--- config.mk ---
export PLATFORM = sky130hd
export DESIGN_NAME = frame_buffer_arbiter
export DESIGN_NICKNAME = d
export VERILOG_FILES = /design/src/rtl/frame_buffer_arbiter.sv
export SDC_FILE = /design/constraint.sdc
export NUM_CORES = 1
export LEC_CHECK = 0
export ABC_AREA = 1
export BUFFER_PORTS_ARGS = -buffer_cell sky130_fd_sc_hd__clkbuf_2
export CORE_UTILIZATION = 40
export CTS_CLUSTER_DIAMETER = 50
export DETAILED_ROUTE_END_ITERATION = 16
export PLACE_DENSITY = 0.75
export SYNTH_ARGS = -nofsm -noshare
export SYNTH_HDL_FRONTEND = slang
export SYNTH_SLANG_ARGS = --single-unit
--- constraint.sdc ---
create_clock -name i_clk -period 4.3 [get_ports i_clk]
set_input_delay 0.43 -clock i_clk [delete_from_list [all_inputs] [get_ports i_clk]]
set_output_delay 0.43 -clock i_clk [all_outputs]
set_load 0.03 [all_outputs]
--- src/rtl/frame_buffer_arbiter.sv ---
//----------------------------------------------------------------------------
// frame_buffer_arbiter
// Shares one frame-buffer memory port between the camera pixel writer and
// the VGA line fetcher: one access at a time, reads first, bounded write
// starvation, and a NIOS capture freeze that discards camera writes.
// Optional build macro: FB_STARVE_GUARD_EN (enables the write-starvation guard)
// Revision: 1.0 - initial release
//----------------------------------------------------------------------------
`default_nettype none

module frame_buffer_arbiter #(
  parameter int AW           = 20,
  parameter int DW           = 16,
  parameter int STARVE_LIMIT = 8
) (
  input  logic          i_clk,
  input  logic          i_rst_n,
  input  logic          i_wr_valid,
  output logic          o_wr_ready,
  input  logic [AW-1:0] i_wr_addr,
  input  logic [DW-1:0] i_wr_data,
  input  logic          i_rd_valid,
  output logic          o_rd_ready,
  input  logic [AW-1:0] i_rd_addr,
  output logic [DW-1:0] o_rd_data,
  output logic          o_rd_data_valid,
  output logic          o_mem_req,
  output logic          o_mem_we,
  output logic [AW-1:0] o_mem_addr,
  output logic [DW-1:0] o_mem_wdata,
  input  logic          i_mem_ack,
  input  logic [DW-1:0] i_mem_rdata,
  input  logic          i_freeze,
  output logic          o_frozen,
  output logic [15:0]   o_drop_count
);

  typedef enum logic [1:0] {
    S_IDLE = 2'd0,
    S_WR   = 2'd1,
    S_RD   = 2'd2
  } state_t;

  state_t          state_q;
  logic            mem_req_q;
  logic            mem_we_q;
  logic [AW-1:0]   mem_addr_q;
  logic [DW-1:0]   mem_wdata_q;
  logic [DW-1:0]   rd_data_q;
  logic            rd_data_valid_q;
  logic            frozen_q;
  logic [15:0]     drop_cnt_q;
  logic [15:0]     drop_cnt_d;

  logic            idle;
  logic            wr_elig;
  logic            starve_hit;
  logic            wr_win;
  logic            wr_grant;
  logic            rd_grant;
  logic            drop;

  // Arbitration is only meaningful in S_IDLE; a frozen write never competes.
  // Gating with i_rst_n keeps both readies low while reset is held.
  assign idle     = (state_q == S_IDLE);
  assign wr_elig  = i_wr_valid & ~frozen_q;
  assign wr_win   = wr_elig & (~i_rd_valid | starve_hit);
  assign wr_grant = i_rst_n & idle & wr_win;
  assign rd_grant = i_rst_n & idle & i_rd_valid & ~wr_win;
  assign drop     = frozen_q & i_wr_valid;

  // While frozen every camera write is swallowed, whatever the FSM is doing.
  assign o_wr_ready = wr_grant | frozen_q;
  assign o_rd_ready = rd_grant;

`ifdef FB_STARVE_GUARD_EN
  localparam logic [7:0] c_limit = 8'(STARVE_LIMIT);

  logic [7:0] starve_cnt_q;
  logic [7:0] starve_cnt_d;

  // Count reads granted over a waiting write; reset once the write gets in
  // or nothing is waiting.
  always_comb begin
    starve_cnt_d = starve_cnt_q;
    if (wr_grant || (idle && !wr_elig)) begin
      starve_cnt_d = 8'd0;
    end else if (rd_grant && wr_elig && (starve_cnt_q != 8'hFF)) begin
      starve_cnt_d = starve_cnt_q + 8'd1;
    end
  end

  // Starvation counter register.
  always_ff @(posedge i_clk or negedge i_rst_n) begin
    if (!i_rst_n) begin
      starve_cnt_q <= 8'd0;
    end else begin
      starve_cnt_q <= starve_cnt_d;
    end
  end

  assign starve_hit = (starve_cnt_q >= c_limit);
`else
  // Strict read priority: the limit is never 0 in a legal build, so a
  // competing read always wins.
  assign starve_hit = (STARVE_LIMIT == 0);
`endif

  // Drop counter restarts when a freeze begins and saturates at all-ones.
  always_comb begin
    drop_cnt_d = drop_cnt_q;
    if (i_freeze && !frozen_q) begin
      drop_cnt_d = 16'd0;
    end else if (drop && (drop_cnt_q != 16'hFFFF)) begin
      drop_cnt_d = drop_cnt_q + 16'd1;
    end
  end

  // Freeze flag and drop counter registers.
  always_ff @(posedge i_clk or negedge i_rst_n) begin
    if (!i_rst_n) begin
      frozen_q   <= 1'b0;
      drop_cnt_q <= 16'd0;
    end else begin
      frozen_q   <= i_freeze;
      drop_cnt_q <= drop_cnt_d;
    end
  end

  // Access FSM: latch the granted request, hold it on the memory port until ack.
  always_ff @(posedge i_clk or negedge i_rst_n) begin
    if (!i_rst_n) begin
      state_q         <= S_IDLE;
      mem_req_q       <= 1'b0;
      mem_we_q        <= 1'b0;
      mem_addr_q      <= '0;
      mem_wdata_q     <= '0;
      rd_data_q       <= '0;
      rd_data_valid_q <= 1'b0;
    end else begin
      rd_data_valid_q <= 1'b0;
      case (state_q)
        S_IDLE: begin
          if (wr_grant) begin
            state_q     <= S_WR;
            mem_req_q   <= 1'b1;
            mem_we_q    <= 1'b1;
            mem_addr_q  <= i_wr_addr;
            mem_wdata_q <= i_wr_data;
          end else if (rd_grant) begin
            state_q    <= S_RD;
            mem_req_q  <= 1'b1;
            mem_we_q   <= 1'b0;
            mem_addr_q <= i_rd_addr;
          end
        end
        S_WR: begin
          if (i_mem_ack) begin
            state_q   <= S_IDLE;
            mem_req_q <= 1'b0;
          end
        end
        S_RD: begin
          if (i_mem_ack) begin
            state_q         <= S_IDLE;
            mem_req_q       <= 1'b0;
            rd_data_q       <= i_mem_rdata;
            rd_data_valid_q <= 1'b1;
          end
        end
        default: begin
          state_q   <= S_IDLE;
          mem_req_q <= 1'b0;
        end
      endcase
    end
  end

  assign o_mem_req       = mem_req_q;
  assign o_mem_we        = mem_we_q;
  assign o_mem_addr      = mem_addr_q;
  assign o_mem_wdata     = mem_wdata_q;
  assign o_rd_data       = rd_data_q;
  assign o_rd_data_valid = rd_data_valid_q;
  assign o_frozen        = frozen_q;
  assign o_drop_count    = drop_cnt_q;

endmodule

`default_nettype wire

==> reports/qor.csv, run 1 <==
stage,metric,value,unit
route,DRC violation count after routing,0,
place,RePlAce Congestion,0.828,
grt,Total Routing Usage GR,0.206,
floorplanning,area of the core,8220,sq um
power_and_ir_drop,peak supply drop,354,uV
floorplanning,total die area,8840,sq um
grt,first-pass GRT wire length,14.0,mm
power_and_ir_drop,Power Total,2.89,mW
sta,ratio of final minimum period to clock period,0.676,
synthesis,"count leader, synth",sky130_fd_sc_hd__nand2_1,
floorplanning,die outline height,94.0,um
route,violation count after the first detailed-routing iteration,112,
critical_path,sort of element at the end of the critical path,output pin,
critical_path,data arrival time of the worst path,2.48,ns
sta,fmax,344,MHz
route,routed vias/inst,4.77,
final_layout,Syn-to-layout area delta,31.4,%
synthesis,post-synthesis share of cell area spent on xor and xnor gates,0.00775,
final_layout,combined flip-flop and latch cell area,1850,sq um
grt,number of global-route vias before repair,3147,
floorplanning,Initial Util,0.412,
critical_path,most frequent cell on the critical path,sky130_fd_sc_hd__inv_1,
min_path,hold path depth,1,
sta,setup total negative slack,0,ns
final_layout,Multi-input gate area,1390,sq um
sta,shortest period the worst path allows,2.91,ns
sta,max-slew violation count,0,
synthesis,Synth top cells by count,"203 x sky130_fd_sc_hd__nand2_1, 74 x sky130_fd_sc_hd__dfrtp_1, 57 x sky130_fd_sc_hd__nand3_1, 25 x sky130_fd_sc_hd__nor2_1, 20 x sky130_fd_sc_hd__inv_1",
synthesis,Compound-Gate Fraction of Synth Area,0.0262,
floorplanning,number of placement rows,33,
place,post-detailed-placement half-perimeter wirelength,6.13,mm
sta,clock tree skew after final layout,0.00933,ns
clocking,post-CTS setup buffers,0,
final_layout,filler-free cell count of the finished design,688,
synthesis,top flip-flop cell by instance count after synthesis,sky130_fd_sc_hd__dfrtp_1,
synthesis,count of yosys warnings during synthesis,0,
clocking,"CTS clk-pin slew, worst paths",0.08,ns
grt,number of antenna violations at the first check in global routing,0,
critical_path,number of buffer and inverter stages on the critical path,4,
critical_path,"Critical Path, Cell by Cell","inv_1, ha_1, nand2_1, inv_1, nand2_1, inv_1, clkbuf_2",
power_and_ir_drop,total power divided by cell area,650,nW/um^2
critical_path,largest fanout of any net on the critical path,23,
synthesis,share of synthesized flip-flops with an asynchronous set or reset,1.00,
sta,unrepaired setup endpoints after global routing,no,
critical_path,Max stage delay on crit path,0.67,ns
synthesis,adder-cell share of the synthesized area,0.0111,
synthesis,sequential element share of the synthesized area,0.547,
sta,transition time of the tightest slew-check pin,0.920,ns
place,instance count after placement with tap cells included,672,
place,"Cell Area, Placed",4230,sq um
synthesis,post-synthesis simple-gate area fraction,0.364,
synthesis,main combinational cell family by area after synthesis,simple AND/OR/NAND/NOR gates,
clocking,total CTS buffers,9,
grt,largest net degree at the start of global routing,75,
synthesis,synthesized flop and latch total,74,
critical_path,crit start category,flop,
power_and_ir_drop,leakage power of the design,2.52,nW
clocking,root cell of the clock tree,sky130_fd_sc_hd__clkbuf_8,
floorplanning,number of ports placed on the die boundary,152,
final_layout,layout cell share with drive strength beyond 1,0.305,
synthesis,area share of the largest cell type after synthesis,0.547,
clocking,clock buffer depth,2,
route,aggregate routed wire length,8.56,mm
sta,setup violation total in the final timing report,0,
synthesis,top cells by area in the synthesized netlist,"sky130_fd_sc_hd__dfrtp_1 55%, sky130_fd_sc_hd__nand2_1 22%, sky130_fd_sc_hd__nand3_1 8.4%",
synthesis,multiplexer share of the synthesized area,0,
run,number of maximum-capacitance violations,0,
critical_path,Worst setup startpoint,state_q[0],
min_path,endpoint with the worst hold slack,o_frozen,
floorplanning,Chip Width,94.0,um
synthesis,synthesized netlist net count,509,
synthesis,Post-Syn Area per Cell,7.92,sq um
critical_path,endpoint of the worst-slack reg-to-reg timing path,state_q[0],
route,via total after detailed routing,3279,
clocking,H-tree lvl count,3,
critical_path,CP Data Required Time,3.87,ns
synthesis,number of instances in the synthesized netlist,428,
sta,Fin. Hold Viols,0,
min_path,Min-Delay Startpoint,i_freeze,
sta,setup ws final,1.39,ns
final_layout,count of antenna diodes in the layout,0,
critical_path,worst setup path category,reg -> out,
critical_path,r2r setup slk,1.77,ns
min_path,Hold Path Class,in -> reg,
clocking,number of buffers added to fix hold violations after cts,0,
place,Post-Place Setup Slack,1.71,ns
synthesis,count of unique library cells instantiated by Yosys,24,
clocking,Resize count post-CTS,0,
place,port buffer count,151,
route,remaining number of nets flagged by the antenna check after routing,0,
critical_path,worst reg-to-reg path cell count,8,
sta,worst rel slew slack,0.387,
route,Routed WL per cell,12.4,um
final_layout,fill cell count,787,
critical_path,worst reg2reg path startpoint,state_q[0],
grt,total congestion overflow,0,
outcome,run status,finished clean,
final_layout,area of all placed cells without fillers,4450,sq um
clocking,Sinks on Clock Net,74,
route,number of iterations in the first detailed-routing pass,4,
synthesis,total standard cell area after synthesis,3390,sq um
clocking,CTS tree,built,
clocking,clock latency of the later-clocked register in the worst-skew pair,0.35,ns
final_layout,# nets final,659,
critical_path,Critical-path top delay cell,sky130_fd_sc_hd__inv_1,
critical_path,"delay-heaviest family, CP",buffers and inverters,
synthesis,count of flip-flops with a built-in enable after synthesis,0,
synthesis,cell type with the highest aggregate area in the netlist,sky130_fd_sc_hd__dfrtp_1,
-- cells by family after synthesis --
group	count (synthesis)
adders and majority gates	3
buffers and inverters	36
and+or+nand+nor	296
DFF	74
AOI/OAI and AO/OA	16
xor gates and xnor gates	3
-- flip-flops by register name, summed over array words and instances, names as in the netlist --
register / cells
o_drop_count: 16
state_q: 2
o_frozen: 1
o_mem_we: 1
o_rd_data: 16
o_mem_req: 1
o_mem_addr: 20
o_rd_data_valid: 1
o_mem_wdata: 16
-- per-stage QoR --
step | util | hold slack [ns]
after global placement | 0.514 | 0.458
final | 0.542 | 0.202
after global routing | 0.542 | 0.194
after detailed placement | 0.514 | 0.462
after CTS | 0.542 | 0.193
after floorplan | - | 0.134
-- cells in the final DEF, fill, tap and decap left out, drive strengths merged --
cell type / Yosys / final
nand4: 4 / 4
nand2: 205 / 205
ha: 3 / 3
nand3: 57 / 57
dfrtp: 74 / 74
or2: 1 / 1
nor2: 29 / 29
clkbuf: 6 / 159
inv: 21 / 22
bufinv: 0 / 2
clkinvlp: 0 / 1
o21ai: 11 / 11
a21oi: 3 / 3
clkinv: 1 / 4
buf: 8 / 3
o21bai: 2 / 2
xor2: 3 / 3
-- final cells by class --
type                    instances  share of cell area
inverters                      22              0.0185
clock inverters                 7              0.0230
multi-input cells             318               0.311
repair buffers                153               0.174
well taps                     105              0.0295
flip-flops and latches         74               0.416
clock buffers                   9              0.0278
-- power breakdown --
part	switching, mW	internal, mW	leakage (nW)
combinational	0.852	0.331	1.47
clock	0.277	0.332	0.110
sequential	0.154	0.947	0.946
-- how the worst max path moves through the flow --
stage	end	slack [ns]	cells past startpoint
2_1_floorplan	o_wr_ready	2.47	8
3_3_place_gp	o_rd_ready	1.77	7
3_5_place_dp	o_rd_ready	1.71	7
4_1_cts	o_rd_ready	1.32	7
5_1_grt	o_rd_ready	1.14	7
6_report	o_rd_ready	1.39	7
-- routing by layer --
layer | track usage | up-vias | wire [um]
met3 | 0.0566 | 16 | 631
met5 | 0 | - | 0
met2 | 0.353 | 132 | 4130
met1 | 0.238 | 1487 | 3630
met4 | 0.0949 | 0 | 172
li1 | - | 1644 | -
No activity file was read; power rests on OpenSTA's default activity.
==> run 2: changes to the inputs <==
--- a/config.mk
+++ b/config.mk
@@ -5,12 +5,12 @@
 export SDC_FILE = /design/constraint.sdc
 export NUM_CORES = 1
 export LEC_CHECK = 0
-export ABC_AREA = 1
+export ABC_AREA = 0
 export BUFFER_PORTS_ARGS = -buffer_cell sky130_fd_sc_hd__clkbuf_2
 export CORE_UTILIZATION = 40
 export CTS_CLUSTER_DIAMETER = 50
 export DETAILED_ROUTE_END_ITERATION = 16
-export PLACE_DENSITY = 0.75
+export PLACE_DENSITY = 0.78
 export SYNTH_ARGS = -nofsm -noshare
 export SYNTH_HDL_FRONTEND = slang
 export SYNTH_SLANG_ARGS = --single-unit
==> constraint.sdc (replaced) <==
create_clock -name i_clk -period 2.6 [get_ports i_clk]
set_input_delay 0.26 -clock i_clk [delete_from_list [all_inputs] [get_ports i_clk]]
set_output_delay 0.26 -clock i_clk [all_outputs]
set_load 0.03 [all_outputs]
==> run 2 against run 1 <==
  * Utilization increased by 1.7 points
  * Global-route usage down 2.2 points
  * Largest cell class unchanged
  * Sequential share of layout area is 1.1 points higher
  * Hold slack got worse by 0.15 ns
==> reports/qor.csv, run 2 <==
stage,metric,value,unit
outcome,run status,finished clean,
critical_path,worst reg2reg path startpoint,o_drop_count[0],
floorplanning,number of placement rows,32,
sta,setup violation total in the final timing report,0,
critical_path,Worst setup startpoint,o_drop_count[0],
floorplanning,total die area,8460,sq um
sta,max-slew violation count,0,
synthesis,sequential element share of the synthesized area,0.572,
clocking,H-tree lvl count,3,
clocking,"CTS clk-pin slew, worst paths",0.08,ns
floorplanning,number of ports placed on the die boundary,152,
final_layout,max FFs per register,20,
clocking,Sinks on Clock Net,74,
clocking,total CTS buffers,9,
final_layout,count of antenna diodes in the layout,0,
power_and_ir_drop,peak supply drop,508,uV
grt,first-pass GRT wire length,12.2,mm
synthesis,synthesized flop and latch total,74,
sta,shortest period the worst path allows,2.11,ns
final_layout,layout cell share with drive strength beyond 1,0.477,
critical_path,Critical-path top delay cell,sky130_fd_sc_hd__or4_1,
sta,fmax,473,MHz
synthesis,Synth top cells by count,"74 x sky130_fd_sc_hd__dfrtp_1, 58 x sky130_fd_sc_hd__nand2_1, 32 x sky130_fd_sc_hd__mux2_2, 20 x sky130_fd_sc_hd__a22oi_1, 10 x sky130_fd_sc_hd__clkbuf_1",
place,port buffer count,151,
final_layout,most used cells in the layout excluding fill and tap cells,"150 x sky130_fd_sc_hd__clkbuf_2, 74 x sky130_fd_sc_hd__dfrtp_1, 58 x sky130_fd_sc_hd__nand2_1",
critical_path,crit start category,flop,
place,RePlAce Congestion,0.847,
sta,ratio of final minimum period to clock period,0.813,
grt,number of antenna violations at the first check in global routing,0,
route,remaining number of nets flagged by the antenna check after routing,0,
clocking,root cell of the clock tree,sky130_fd_sc_hd__clkbuf_8,
final_layout,filler-free cell count of the finished design,544,
critical_path,"Critical Path, Cell by Cell","ha_1, nand3_1, or4_1, and4_4, a211o_1",
synthesis,post-synthesis simple-gate area fraction,0.172,
route,violation count after the first detailed-routing iteration,56,
floorplanning,die outline height,92.0,um
synthesis,synthesized netlist net count,363,
grt,total congestion overflow,0,
synthesis,total standard cell area after synthesis,3240,sq um
place,instance count after placement with tap cells included,527,
synthesis,adder-cell share of the synthesized area,0.0116,
floorplanning,Initial Util,0.417,
critical_path,data arrival time of the worst path,2.34,ns
critical_path,endpoint of the worst-slack reg-to-reg timing path,o_drop_count[13],
critical_path,worst setup path category,reg -> reg,
synthesis,count of flip-flops with a built-in enable after synthesis,0,
critical_path,endpoint of the worst setup timing path,o_drop_count[13],
sta,transition time of the tightest slew-check pin,0.695,ns
route,aggregate routed wire length,7.39,mm
sta,clock tree skew after final layout,0.00872,ns
synthesis,top cells by area in the synthesized netlist,"sky130_fd_sc_hd__dfrtp_1 57%, sky130_fd_sc_hd__mux2_2 11%, sky130_fd_sc_hd__nand2_1 6.7%",
sta,Fin. Hold Viols,0,
sta,setup total negative slack,0,ns
critical_path,worst reg-to-reg path cell count,5,
critical_path,"delay-heaviest family, CP",simple AND/OR/NAND/NOR gates,
grt,largest net degree at the start of global routing,57,
final_layout,# nets final,518,
synthesis,number of instances in the synthesized netlist,282,
floorplanning,Chip Width,92.0,um
synthesis,cell type with the highest aggregate area in the netlist,sky130_fd_sc_hd__dfrtp_1,
synthesis,post-synthesis share of cell area spent on xor and xnor gates,0.00270,
critical_path,CP Data Required Time,2.83,ns
synthesis,share of synthesized flip-flops with an asynchronous set or reset,1.00,
run,number of maximum-capacitance violations,0,
route,number of iterations in the first detailed-routing pass,4,
synthesis,multiplexer share of the synthesized area,0.139,
critical_path,largest fanout of any net on the critical path,6,
synthesis,count of unique library cells instantiated by Yosys,36,
grt,Total Routing Usage GR,0.184,
synthesis,count of yosys warnings during synthesis,0,
synthesis,top flip-flop cell by instance count after synthesis,sky130_fd_sc_hd__dfrtp_1,
floorplanning,area of the core,7770,sq um
critical_path,number of buffer and inverter stages on the critical path,0,
synthesis,Post-Syn Area per Cell,11.5,sq um
place,post-detailed-placement half-perimeter wirelength,5.43,mm
final_layout,Syn-to-layout area delta,34.0,%
critical_path,r2r setup slk,0.49,ns
synthesis,Compound-Gate Fraction of Synth Area,0.0819,
clocking,clock buffer depth,2,
sta,unrepaired setup endpoints after global routing,no,
route,DRC violation count after routing,0,
min_path,Hold Path Class,in -> reg,
route,via total after detailed routing,2793,
synthesis,main combinational cell family by area after synthesis,simple AND/OR/NAND/NOR gates,
critical_path,sort of element at the end of the critical path,flop,
clocking,clock latency of the later-clocked register in the worst-skew pair,0.34,ns
final_layout,"commonest non-fill, non-tap cell in the layout",sky130_fd_sc_hd__clkbuf_2,
synthesis,"count leader, synth",sky130_fd_sc_hd__dfrtp_1,
critical_path,Max stage delay on crit path,0.66,ns
clocking,post-CTS setup buffers,0,
sta,worst rel slew slack,0.537,
grt,number of global-route vias before repair,2649,
route,routed vias/inst,5.13,
power_and_ir_drop,leakage power of the design,2.25,nW
critical_path,critical path depth,5,
power_and_ir_drop,total power divided by cell area,1110,nW/um^2
synthesis,area share of the largest cell type after synthesis,0.572,
clocking,CTS tree,built,
route,Routed WL per cell,13.6,um
run 2: cell types whose count changed in the layout (fill, tap and decap cells not counted), moves of 4 or more:
cell / change
sky130_fd_sc_hd__a21oi_1: +4
sky130_fd_sc_hd__a22oi_1: +20
sky130_fd_sc_hd__inv_1: -16
sky130_fd_sc_hd__mux2_2: +32
sky130_fd_sc_hd__mux2i_1: +9
sky130_fd_sc_hd__nand2_1: -145
sky130_fd_sc_hd__nand2b_1: +4
sky130_fd_sc_hd__nand3_1: -49
sky130_fd_sc_hd__nor2_1: -20
sky130_fd_sc_hd__nor4_1: +6
sky130_fd_sc_hd__o21ai_0: -4
sky130_fd_sc_hd__o21ai_1: -5
sky130_fd_sc_hd__or4_1: +5
run 2: worst min path at each step:
| stage | from | endpoint | slack [ns] | cells past startpoint |
|---|---|---|---|---|
| after floorplan | i_rst_n | o_drop_count[0] | -0.04 | 0 |
| final | i_freeze | o_frozen | 0.05 | 1 |
| after detailed placement | i_rst_n | o_mem_we | 0.15 | 1 |
| after CTS | i_freeze | o_frozen | 0.04 | 1 |
| after global routing | i_freeze | o_frozen | 0.03 | 1 |
| after global placement | i_rst_n | o_mem_we | 0.15 | 1 |
run 2: cell families after synthesis:
| logic type | after synthesis |
|---|---|
| AO/OA/AOI/OAI | 38 |
| adder cells (fa/ha/maj) | 3 |
| XOR/XNOR | 1 |
| buffers and inverters | 17 |
| AND/OR/NAND/NOR | 108 |
| multiplexers | 41 |
| flip-flops | 74 |
run 2: report_power, final:
group          internal (mW)  switching (mW)  total (mW)
combinational          0.666            1.38        2.05
sequential              1.59           0.232        1.82
clock                  0.544           0.422       0.966
total                   2.80            2.04        4.84
run 2: metal layers:
layer | GRT usage | vias up | part of all wire
li1 | - | 1318 | -
met1 | 0.227 | 1331 | 0.42
met2 | 0.312 | 131 | 0.50
met3 | 0.0398 | 13 | 0.067
met4 | 0.0768 | 0 | 0.016
met5 | 0 | - | 0
run 2: layout make-up:
type | instances | area (sq um)
clock buffer | 10 | 128
clock inverter | 6 | 91.3
fill | 689 | 3430
inverter | 4 | 15.0
multi-input combinational | 191 | 1320
sequential | 74 | 1850
tap | 102 | 128
timing repair buffer | 157 | 806
run 2: metrics by stage:
stage                     power (mW)  hold slack [ns]  area [sq um]  utilization  worst slack, ns
after floorplan                 3.24          -0.0356          3240            -            0.480
after global placement          3.86            0.147          4110        0.529            0.648
after detailed placement        3.92            0.151          4110        0.529            0.516
after CTS                       4.91           0.0356          4340        0.559            0.492
after global routing            5.13           0.0290          4340        0.559            0.368
final                           4.84           0.0499          4340        0.559            0.485
run 2: what timing repair did:
| action | CTS | global route |
|---|---|---|
| hold buffers | 1 | 0 |
| resized for setup | 0 | 0 |
| hold endpoints to repair | 18 | 0 |
==> run 3: changes to the inputs <==
==> constraint.sdc (replaced) <==
create_clock -name i_clk -period 1.74 [get_ports i_clk]
set_input_delay 0.174 -clock i_clk [delete_from_list [all_inputs] [get_ports i_clk]]
set_output_delay 0.174 -clock i_clk [all_outputs]
set_load 0.03 [all_outputs]
==> run 3 against run 2 <==
  * Cell count up 7.4%
  * Sequential share of layout area down 4.2 points
  * Critical path type unchanged
  * Sequential power up 51%
  * Combinational power up 63%
  * The flow now finishes with violations (setup timing)
  * Global-route usage up 2.1 points
  * Hold slack worse by 0.0064 ns
  * Register-to-register slack worse by 0.55 ns
  * Flip-flop and latch count unchanged
  * Routed wire length up 18%
  * Non-clock buffer count up 40
  * Critical path depth up 2
  * Via count up 7.2%
==> reports/qor.csv, run 3 (same netlist as run 2, synthesis figures left out) <==
stage,metric,value,unit
floorplanning,number of ports placed on the die boundary,152,
sta,shortest period the worst path allows,1.81,ns
final_layout,"commonest non-fill, non-tap cell in the layout",sky130_fd_sc_hd__clkbuf_2,
sta,setup total negative slack,-0.152,ns
power_and_ir_drop,total power divided by cell area,1520,nW/um^2
power_and_ir_drop,peak supply drop,753,uV
grt,number of antenna violations at the first check in global routing,1,
floorplanning,Chip Width,92.0,um
route,Routed WL per cell,14.9,um
power_and_ir_drop,Power Total,7.39,mW
critical_path,Max stage delay on crit path,0.49,ns
final_layout,most used cells in the layout excluding fill and tap cells,"149 x sky130_fd_sc_hd__clkbuf_2, 62 x sky130_fd_sc_hd__dfrtp_1, 58 x sky130_fd_sc_hd__nand2_1",
clocking,Sinks on Clock Net,74,
final_layout,max FFs per register,20,
clocking,clock buffer depth,2,
grt,first-pass GRT wire length,13.5,mm
sta,fmax,554,MHz
outcome,run status,finished with violations,
sta,max-slew violation count,0,
sta,setup ws final,-0.0656,ns
clocking,"CTS clk-pin slew, worst paths",0.07,ns
sta,clock tree skew after final layout,0.00929,ns
critical_path,Critical-path top delay cell,sky130_fd_sc_hd__or4_1,
route,aggregate routed wire length,8.71,mm
place,RePlAce Congestion,0.872,
sta,Post-Route Hold Slack,0.0436,ns
clocking,CTS tree,built,
sta,Fin. Hold Viols,0,
critical_path,largest fanout of any net on the critical path,10,
grt,largest net degree at the start of global routing,73,
route,via total after detailed routing,2995,
critical_path,crit start category,flop,
run,number of maximum-capacitance violations,0,
route,remaining number of nets flagged by the antenna check after routing,0,
sta,setup violation total in the final timing report,4,
final_layout,fin util,0.624,
critical_path,worst reg-to-reg path cell count,7,
route,routed vias/inst,5.13,
floorplanning,number of placement rows,32,
critical_path,sort of element at the end of the critical path,flop,
place,post-detailed-placement half-perimeter wirelength,6.00,mm
power_and_ir_drop,leakage power of the design,2.48,nW
floorplanning,Initial Util,0.417,
grt,total congestion overflow,0,
clocking,total CTS buffers,9,
min_path,hold path depth,3,
min_path,Hold Path Class,in -> reg,
floorplanning,area of the core,7770,sq um
grt,Total Routing Usage GR,0.205,
place,port buffer count,151,
floorplanning,die outline height,92.0,um
floorplanning,total die area,8460,sq um
sta,worst rel slew slack,0.389,
final_layout,fill cell count,663,
sta,ratio of final minimum period to clock period,1.04,
final_layout,filler-free cell count of the finished design,584,
place,instance count after placement with tap cells included,549,
sta,transition time of the tightest slew-check pin,0.916,ns
sta,unrepaired setup endpoints after global routing,yes,
grt,number of global-route vias before repair,2872,
final_layout,Multi-input gate area,1500,sq um
critical_path,worst setup path category,reg -> reg,
route,number of iterations in the first detailed-routing pass,4,
critical_path,data arrival time of the worst path,2.06,ns
clocking,clock latency of the later-clocked register in the worst-skew pair,0.34,ns
final_layout,layout cell share with drive strength beyond 1,0.576,
clocking,H-tree lvl count,3,
clocking,root cell of the clock tree,sky130_fd_sc_hd__clkbuf_8,
critical_path,"Critical Path, Cell by Cell","ha_4, nand3_4, buf_6, nor4_4, buf_4, or4_1, a21oi_1",
route,DRC violation count after routing,0,
final_layout,combined flip-flop and latch cell area,1870,sq um
outcome,failing checks,setup timing,
critical_path,CP Data Required Time,2.00,ns
route,violation count after the first detailed-routing iteration,95,
final_layout,Syn-to-layout area delta,49.8,%
final_layout,# nets final,558,
run 3: changes by cell type in the layout (fill, tap and decap cells not counted), sizes merged:
cell         before  now
clkbuf          160  162
bufinv            2    1
clkinv            4    2
dlygate4sd3       1    2
diode             0    1
buf               6   45
run 3: worst max-delay path, delay by kind of cell (launching register included):
| family | cells | cell delay [ns] |
|---|---|---|
| adders and majority gates | 1 | 0.18 |
| DFF | 1 | 0.45 |
| AOI/OAI and AO/OA | 1 | 0.20 |
| and+or+nand+nor | 3 | 0.59 |
| buffers and inverters | 2 | 0.29 |
run 3: where the power goes:
part,internal (mW),leakage [nW],switching (mW)
clock,0.691,0.0962,0.605
combinational,1.20,1.48,2.15
sequential,2.38,0.908,0.367
total,4.27,2.48,3.12
run 3: path summary, 6_finish.rpt:
kind / slack [ns] / to / start
worst max register to register: -0.07 / o_drop_count[11] / o_drop_count[1]
min in group asynchronous: 0.21 / o_mem_we / i_rst_n
max in group asynchronous: 0.40 / o_drop_count[1] / i_rst_n
worst max-delay path: -0.07 / o_drop_count[11] / o_drop_count[1]
worst min register to register: 0.48 / o_mem_we / o_mem_we
worst min-delay path: 0.04 / o_mem_addr[6] / i_wr_addr[6]
run 3: metal layers:
| metal | GRT usage | share of wire | vias to the layer above |
|---|---|---|---|
| met2 | 0.363 | 0.51 | 122 |
| met3 | 0.0398 | 0.047 | 15 |
| met5 | 0 | 0 | - |
| met1 | 0.238 | 0.42 | 1461 |
| met4 | 0.0964 | 0.019 | 0 |
| li1 | - | - | 1397 |
run 3: final cells by class:
class	instances	share of cell area
clock buffers	12	0.0299
inverters	4	0.00310
diodes	1	0.000516
well taps	102	0.0263
multi-input cells	191	0.309
clock inverters	3	0.00826
flip-flops and latches	74	0.385
repair buffers	197	0.238
run 3: stage by stage:
step                cell area (sq um)  worst slack [ns]
CTS                              4610           -0.0187
global route                     4850            -0.138
finish                           4850           -0.0656
global placement                 4330            0.0106
detailed placement               4330           -0.0480
floorplan                        3290            -0.160
run 3: timing repair:
action,4_1_cts,5_1_grt
pin swaps,2,6
setup endpoints to repair,10,46
gates cloned,0,1
setup buffers,5,11
hold endpoints to repair,3,0
hold buffers,2,0
gates resized for setup,9,32
